## src/rtl/lxcache_mem_arbiter.sv

```systemverilog
// Round-robin arbiter giving NUM_PORTS Lxcache requesters shared access to one
// memory port. A single transaction is in flight at a time: IDLE picks a port,
// GRANT forwards its request until memory answers, RESP forwards the answer
// until the requester drops its message. Request and response paths are pure
// muxes steered by the registered grant.
//
// Ports:
//   clock, reset                 rising-edge clock, async active-low reset
//   cache2mem_msg/address/data   packed per-port requests (port p at slice p)
//   mem2cache_msg/address/data   packed per-port responses
//   arb2mem_msg/address/data     request forwarded to the shared memory
//   mem2arb_msg/address/data     response from the shared memory
//   grant                        one-hot registered grant, 0 when idle
//   busy                         high while a transaction is in flight
module lxcache_mem_arbiter #(
  parameter int unsigned          NUM_PORTS         = 2,
  parameter int unsigned          MSG_BITS          = 4,
  parameter int unsigned          ADDRESS_BITS      = 32,
  parameter int unsigned          DATA_WIDTH        = 32,
  parameter int unsigned          CACHE_OFFSET_BITS = 2,
  parameter logic [MSG_BITS-1:0]  NO_REQ            = '0,
  localparam int unsigned         CACHE_WIDTH       = DATA_WIDTH << CACHE_OFFSET_BITS
) (
  input  logic                              clock,
  input  logic                              reset,
  input  logic [NUM_PORTS*MSG_BITS-1:0]     cache2mem_msg,
  input  logic [NUM_PORTS*ADDRESS_BITS-1:0] cache2mem_address,
  input  logic [NUM_PORTS*CACHE_WIDTH-1:0]  cache2mem_data,
  output logic [NUM_PORTS*MSG_BITS-1:0]     mem2cache_msg,
  output logic [NUM_PORTS*ADDRESS_BITS-1:0] mem2cache_address,
  output logic [NUM_PORTS*CACHE_WIDTH-1:0]  mem2cache_data,
  output logic [MSG_BITS-1:0]               arb2mem_msg,
  output logic [ADDRESS_BITS-1:0]           arb2mem_address,
  output logic [CACHE_WIDTH-1:0]            arb2mem_data,
  input  logic [MSG_BITS-1:0]               mem2arb_msg,
  input  logic [ADDRESS_BITS-1:0]           mem2arb_address,
  input  logic [CACHE_WIDTH-1:0]            mem2arb_data,
  output logic [NUM_PORTS-1:0]              grant,
  output logic                              busy
);

  localparam int unsigned PTR_W = (NUM_PORTS > 1) ? $clog2(NUM_PORTS) : 1;

  typedef enum logic [1:0] {
    IDLE  = 2'd0,
    GRANT = 2'd1,
    RESP  = 2'd2
  } state_e;

  state_e                  state_q;
  logic [NUM_PORTS-1:0]    grant_q;
  logic [PTR_W-1:0]        last_grant_q;

  logic [MSG_BITS-1:0]     port_msg  [NUM_PORTS];
  logic [ADDRESS_BITS-1:0] port_addr [NUM_PORTS];
  logic [CACHE_WIDTH-1:0]  port_data [NUM_PORTS];
  logic [NUM_PORTS-1:0]    req;
  logic [PTR_W-1:0]        cand;
  logic [PTR_W-1:0]        sel_idx;
  logic                    sel_valid;
  logic                    gnt_dropped;

  // Unpack the per-port request buses and derive the request vector.
  always_comb begin
    for (int unsigned p = 0; p < NUM_PORTS; p++) begin
      port_msg[p]  = cache2mem_msg[p*MSG_BITS +: MSG_BITS];
      port_addr[p] = cache2mem_address[p*ADDRESS_BITS +: ADDRESS_BITS];
      port_data[p] = cache2mem_data[p*CACHE_WIDTH +: CACHE_WIDTH];
      req[p]       = (port_msg[p] != NO_REQ);
    end
  end

  // Round-robin pick: scan offsets N..1 from the last winner so the smallest
  // offset that requests is the one left in sel_idx.
  always_comb begin
    sel_valid = 1'b0;
    sel_idx   = last_grant_q;
    cand      = last_grant_q;
    for (int unsigned k = 0; k < NUM_PORTS; k++) begin
      cand = PTR_W'((32'(last_grant_q) + (NUM_PORTS - k)) % NUM_PORTS);
      if (req[cand]) begin
        sel_valid = 1'b1;
        sel_idx   = cand;
      end
    end
  end

  // While busy, last_grant_q always names the port holding the grant.
  assign gnt_dropped = (port_msg[last_grant_q] == NO_REQ);

  // Arbitration FSM with registered grant and round-robin pointer.
  always_ff @(posedge clock or negedge reset) begin
    if (!reset) begin
      state_q      <= IDLE;
      grant_q      <= '0;
      last_grant_q <= PTR_W'(NUM_PORTS - 1);
    end else begin
      case (state_q)
        IDLE: begin
          if (sel_valid) begin
            state_q      <= GRANT;
            grant_q      <= NUM_PORTS'(1) << sel_idx;
            last_grant_q <= sel_idx;
          end
        end
        GRANT: begin
          if (mem2arb_msg != NO_REQ) begin
            state_q <= RESP;
          end else if (gnt_dropped) begin
            state_q <= IDLE;
            grant_q <= '0;
          end
        end
        RESP: begin
          if (gnt_dropped) begin
            state_q <= IDLE;
            grant_q <= '0;
          end
        end
        default: begin
          state_q <= IDLE;
          grant_q <= '0;
        end
      endcase
    end
  end

  assign busy  = (state_q != IDLE);
  assign grant = grant_q;

  // Forward the granted port's request to memory.
  always_comb begin
    arb2mem_msg     = NO_REQ;
    arb2mem_address = '0;
    arb2mem_data    = '0;
    if (busy) begin
      arb2mem_msg     = port_msg[last_grant_q];
      arb2mem_address = port_addr[last_grant_q];
      arb2mem_data    = port_data[last_grant_q];
    end
  end

  // Route the memory response back to the granted port only.
  always_comb begin
    mem2cache_msg     = '0;
    mem2cache_address = '0;
    mem2cache_data    = '0;
    for (int unsigned p = 0; p < NUM_PORTS; p++) begin
      mem2cache_msg[p*MSG_BITS +: MSG_BITS] = NO_REQ;
      if (busy && grant_q[p]) begin
        mem2cache_msg[p*MSG_BITS +: MSG_BITS]             = mem2arb_msg;
        mem2cache_address[p*ADDRESS_BITS +: ADDRESS_BITS] = mem2arb_address;
        mem2cache_data[p*CACHE_WIDTH +: CACHE_WIDTH]      = mem2arb_data;
      end
    end
  end

endmodule

```

## config.mk

```make
export PLATFORM = sky130hd
export DESIGN_NAME = lxcache_mem_arbiter
export DESIGN_NICKNAME = d
export VERILOG_FILES = /design/src/rtl/lxcache_mem_arbiter.sv
export SDC_FILE = /design/constraint.sdc
export NUM_CORES = 1
export LEC_CHECK = 0
export CORE_AREA = 2 2 386 388
export CTS_BUF_LIST = sky130_fd_sc_hd__clkbuf_16
export DETAILED_ROUTE_END_ITERATION = 12
export DIE_AREA = 0 0 388 390
export SLEW_MARGIN = 20
export SYNTH_ARGS = -nofsm -noshare
export SYNTH_HDL_FRONTEND = slang
export SYNTH_SLANG_ARGS = --single-unit
```

## constraint.sdc

```tcl
create_clock -name clock -period 1.6 [get_ports clock]
set_input_delay 0.32 -clock clock [delete_from_list [all_inputs] [get_ports clock]]
set_output_delay 0.32 -clock clock [all_outputs]
set_load 0.02 [all_outputs]
```

==> impl_metrics.toml <==
[outcome]
status = "complete, but fails checks"
violations = "negative setup slack"

[global_route]
grt-ovfl-total = 0
gr-usage-met2_pct = 18.66
met3_usage_pct = 5.708
antenna_found_initial = 68
grt_pass1_vias = 10600
grtUsageTotal_pct = 10.30
grt_pass1_wl_microns = 102800
met1_usage_pct = 10.32
grt_busiest_layer = "met2"
grt_max_degree = 38

[hold_path]
hold_path.class = "in -> async"

[finish]
fin_cells = 3967
synthToLayoutAreaGrowth_pct = 398.5
final_nets = 2518
nFillCells = 16340
design_area_sq_mm = 0.02502
drive_gt1_share_pct = 67.31

[floorplanning]
start_util_pct = 3.411
ios = 989
core_area_sq_mm = 0.1471
dieArea_sq_mm = 0.1513
die_h_microns = 390
placement_rows = 141
die_x_microns = 388

[power]
total_power_uw = 34350
p_sw_share_pct = 46.66
power.density_mw_per_mm2 = 1373
p_switching_uw = 16030
clkPwrFrac_pct = 1.2
seq_power_share_pct = 0.9
combPwrFrac_pct = 97.9
peakVddDrop_mv = 0.7886
p_leak_uw = 0.01026
internal_power_uw = 18320

[logic_synthesis]
seq_area_frac_synth_pct = 2.518
async_reset_ff_share_pct = 100.0
synth_cells = 774
synth_edf_count = 0
synth_nets = 1272
avgSynthCellArea_sq_um = 6.484
yosysWarnings = 0
synth-main-ff-cell = "dfrtp_1"
synth_area_sq_mm = 0.005019
synthDistinctLibCells = 29
synth-seq-cells = 5

[sta]
fmax_mhz = 431.4
setup_viol = 497
finalCritPeriodShare_pct = 144.9
worst_slack_ns = -0.7181
worst_slew_pin_slew_ns = 0.3516
rsz0062_at_grt = "yes"
fin_crit_ns = 2.318
drv_slew = 0
skew_ns = 0.001242
slew_headroom_pct = 76.52
hold_viol = 0

[clocking]
htree_levels = 1
cts_buffers = 3
postCtsHoldBufs = 0
clock_sinks = 5
cts_buffer_depth = 2
cts_tree = "built"
worstSkewPairLatency_ns = 0.23
cts_root_buffer = "clkbuf_16"
path_clk_slew_ns = 0.03

[routing]
viasPerCell = 2.750
drt_first_pass_iters = 4
vias = 10910
drcViolationCount = 0
postRouteAntennaNets = 0
wl_microns = 87870
avgRoutedWirePerCell_microns = 22.15
drtIter0Drc = 296

[critical_path]
worstPathRequired_ns = 1.28
cp_cell_sequence = "buf_12, buf_4, mux2i_2, nor2_4, dlygate4sd2_1"
cp.arrival_ns = 2.00
criticalPathCategory = "reg -> out"
crit_path_max_fanout = 11
cp-start-kind = "flip-flop"
crit_path_top_delay_cell = "dfstp_4"
end_kind = "primary output"
cpPeakStageDelay_ns = 0.71

[placed_design]
hpwl_microns = 76720
gp_congestion = 0.9132
placed_area_sq_mm = 0.02206
portBuffers = 988
place_inst = 3790

[run]
drv_cap = 0
[area by class of cell]
class	count	area, sq um	share of cell area (%)
clock buffer	3	75.07	0.3001
tap	1930	2415	9.653
clock inverter	1	3.754	0.01501
multi-input combinational	692	7600	30.38
sequential	5	130.1	0.5202
timing repair buffer	1315	14740	58.91
inverter	3	11.26	0.04502
antenna	18	45.04	0.1801
[repair_timing]
| action | in CTS | in global routing |
|---|---|---|
| pin swaps | 4 | 54 |
| buffers inserted | 9 | 110 |
| endpoints found under the setup margin | 498 | 498 |
| gates resized for setup | 482 | 1327 |
| cloned | 2 | 37 |
[flip-flops by register name (all words and copies together) (netlist names)]
register,count
last_grant_q,1
grant,2
state_q,2
[synthesized netlist by cell type (all sizes together), types with 2 or more instances]
master | instances | area [sq um]
dfrtp | 4 | 100.1
or4 | 2 | 22.52
a21oi | 2 | 10.01
inv | 3 | 11.26
nor2b | 2 | 12.51
o21ai | 5 | 25.02
nand2 | 2 | 7.510
nor2 | 168 | 630.6
nand3 | 2 | 10.01
and2 | 328 | 2052
nor4 | 3 | 18.77
buf | 23 | 116.4
mux2i | 165 | 1664
clkbuf | 51 | 191.4
ha | 4 | 50.05
[final timing paths]
check | from | endpoint | slack (ns) | depth (start not counted)
min in group clock | state_q[1]$_DFFE_PN0P_ | state_q[1]$_DFFE_PN0P_ | 0.63 | 2
worst max-delay path | last_grant_q$_DFFE_PN1P_ | arb2mem_data[76] | -0.72 | 5
worst min-delay path | reset | grant[1]$_DFFE_PN0P_ | 0.32 | 1
max in group asynchronous | reset | last_grant_q$_DFFE_PN1P_ | 1.01 | 1
worst max register to register | last_grant_q$_DFFE_PN1P_ | grant[1]$_DFFE_PN0P_ | -0.31 | 7
worst min register to register | state_q[1]$_DFFE_PN0P_ | state_q[1]$_DFFE_PN0P_ | 0.63 | 2
[power by group through the flow]
stage / Combinational (uW) / Clock [uW] / Sequential, uW
floorplan: 16100 / 0 / 249
finish: 33600 / 413 / 297
global route: 35200 / 435 / 310
CTS: 28300 / 416 / 305
global placement: 28700 / 0 / 301
detailed placement: 28800 / 0 / 301
[per-layer routing]
| metal | routed length (microns) | up-vias | part of all wire [%] |
|---|---|---|---|
| met5 | 466 | - | 0.53 |
| met4 | 2102 | 70 | 2.4 |
| met3 | 11010 | 162 | 13 |
| met2 | 44380 | 622 | 51 |
| met1 | 29920 | 5040 | 34 |
| li1 | - | 5014 | - |
[cells in the final DEF, fill, tap and decap left out, types with 8 or more instances in the layout]
master,Yosys,layout
clkdlybuf4s50_1,0,487
and2_4,0,279
buf_6,0,256
buf_4,1,232
buf_12,0,146
mux2i_4,1,102
nor2_4,0,97
dlygate4sd2_1,0,73
and2_2,0,48
nor2_2,0,46
mux2i_1,164,39
clkbuf_2,0,39
clkbuf_16,0,29
nor2_1,168,25
mux2i_2,0,24
buf_8,0,21
diode_2,0,18
buf_2,21,14
buf_16,0,11
dlymetal6s2s_1,0,8
[per-stage QoR]
step                hold slack (ns)  utilization, %  worst slack, ns  TNS [ns]
floorplan                   0.02441               -         -0.09700    -12.51
global placement             0.5718           15.00          -0.8609   -256.28
detailed placement           0.5829           15.00          -0.8402   -255.41
CTS                          0.3383           15.10          -0.7604   -298.91
global route                 0.3438           16.98          -0.7871   -294.14
finish                       0.3248           17.00          -0.7181   -263.04
[critical path: cells and delay by family, from the launching register on]
family	cells	cell delay, ns
flip-flops	1	0.71
buffers and inverters	3	0.71
multiplexers	1	0.28
AND/OR/NAND/NOR	1	0.03
[cell families (layout without fill, tap and decap cells)]
group	after synthesis	after routing	share of synthesized area (%)
AND/OR/NAND/NOR	509	509	55.15
multiplexers	165	165	33.16
flip-flops	5	5	2.518
adder cells (fa/ha/maj)	4	4	0.9973
buffers and inverters	77	1322	6.357
AO/OA/AOI/OAI	14	14	1.820
other	0	18	0
Power figures use the tool's default switching activity.
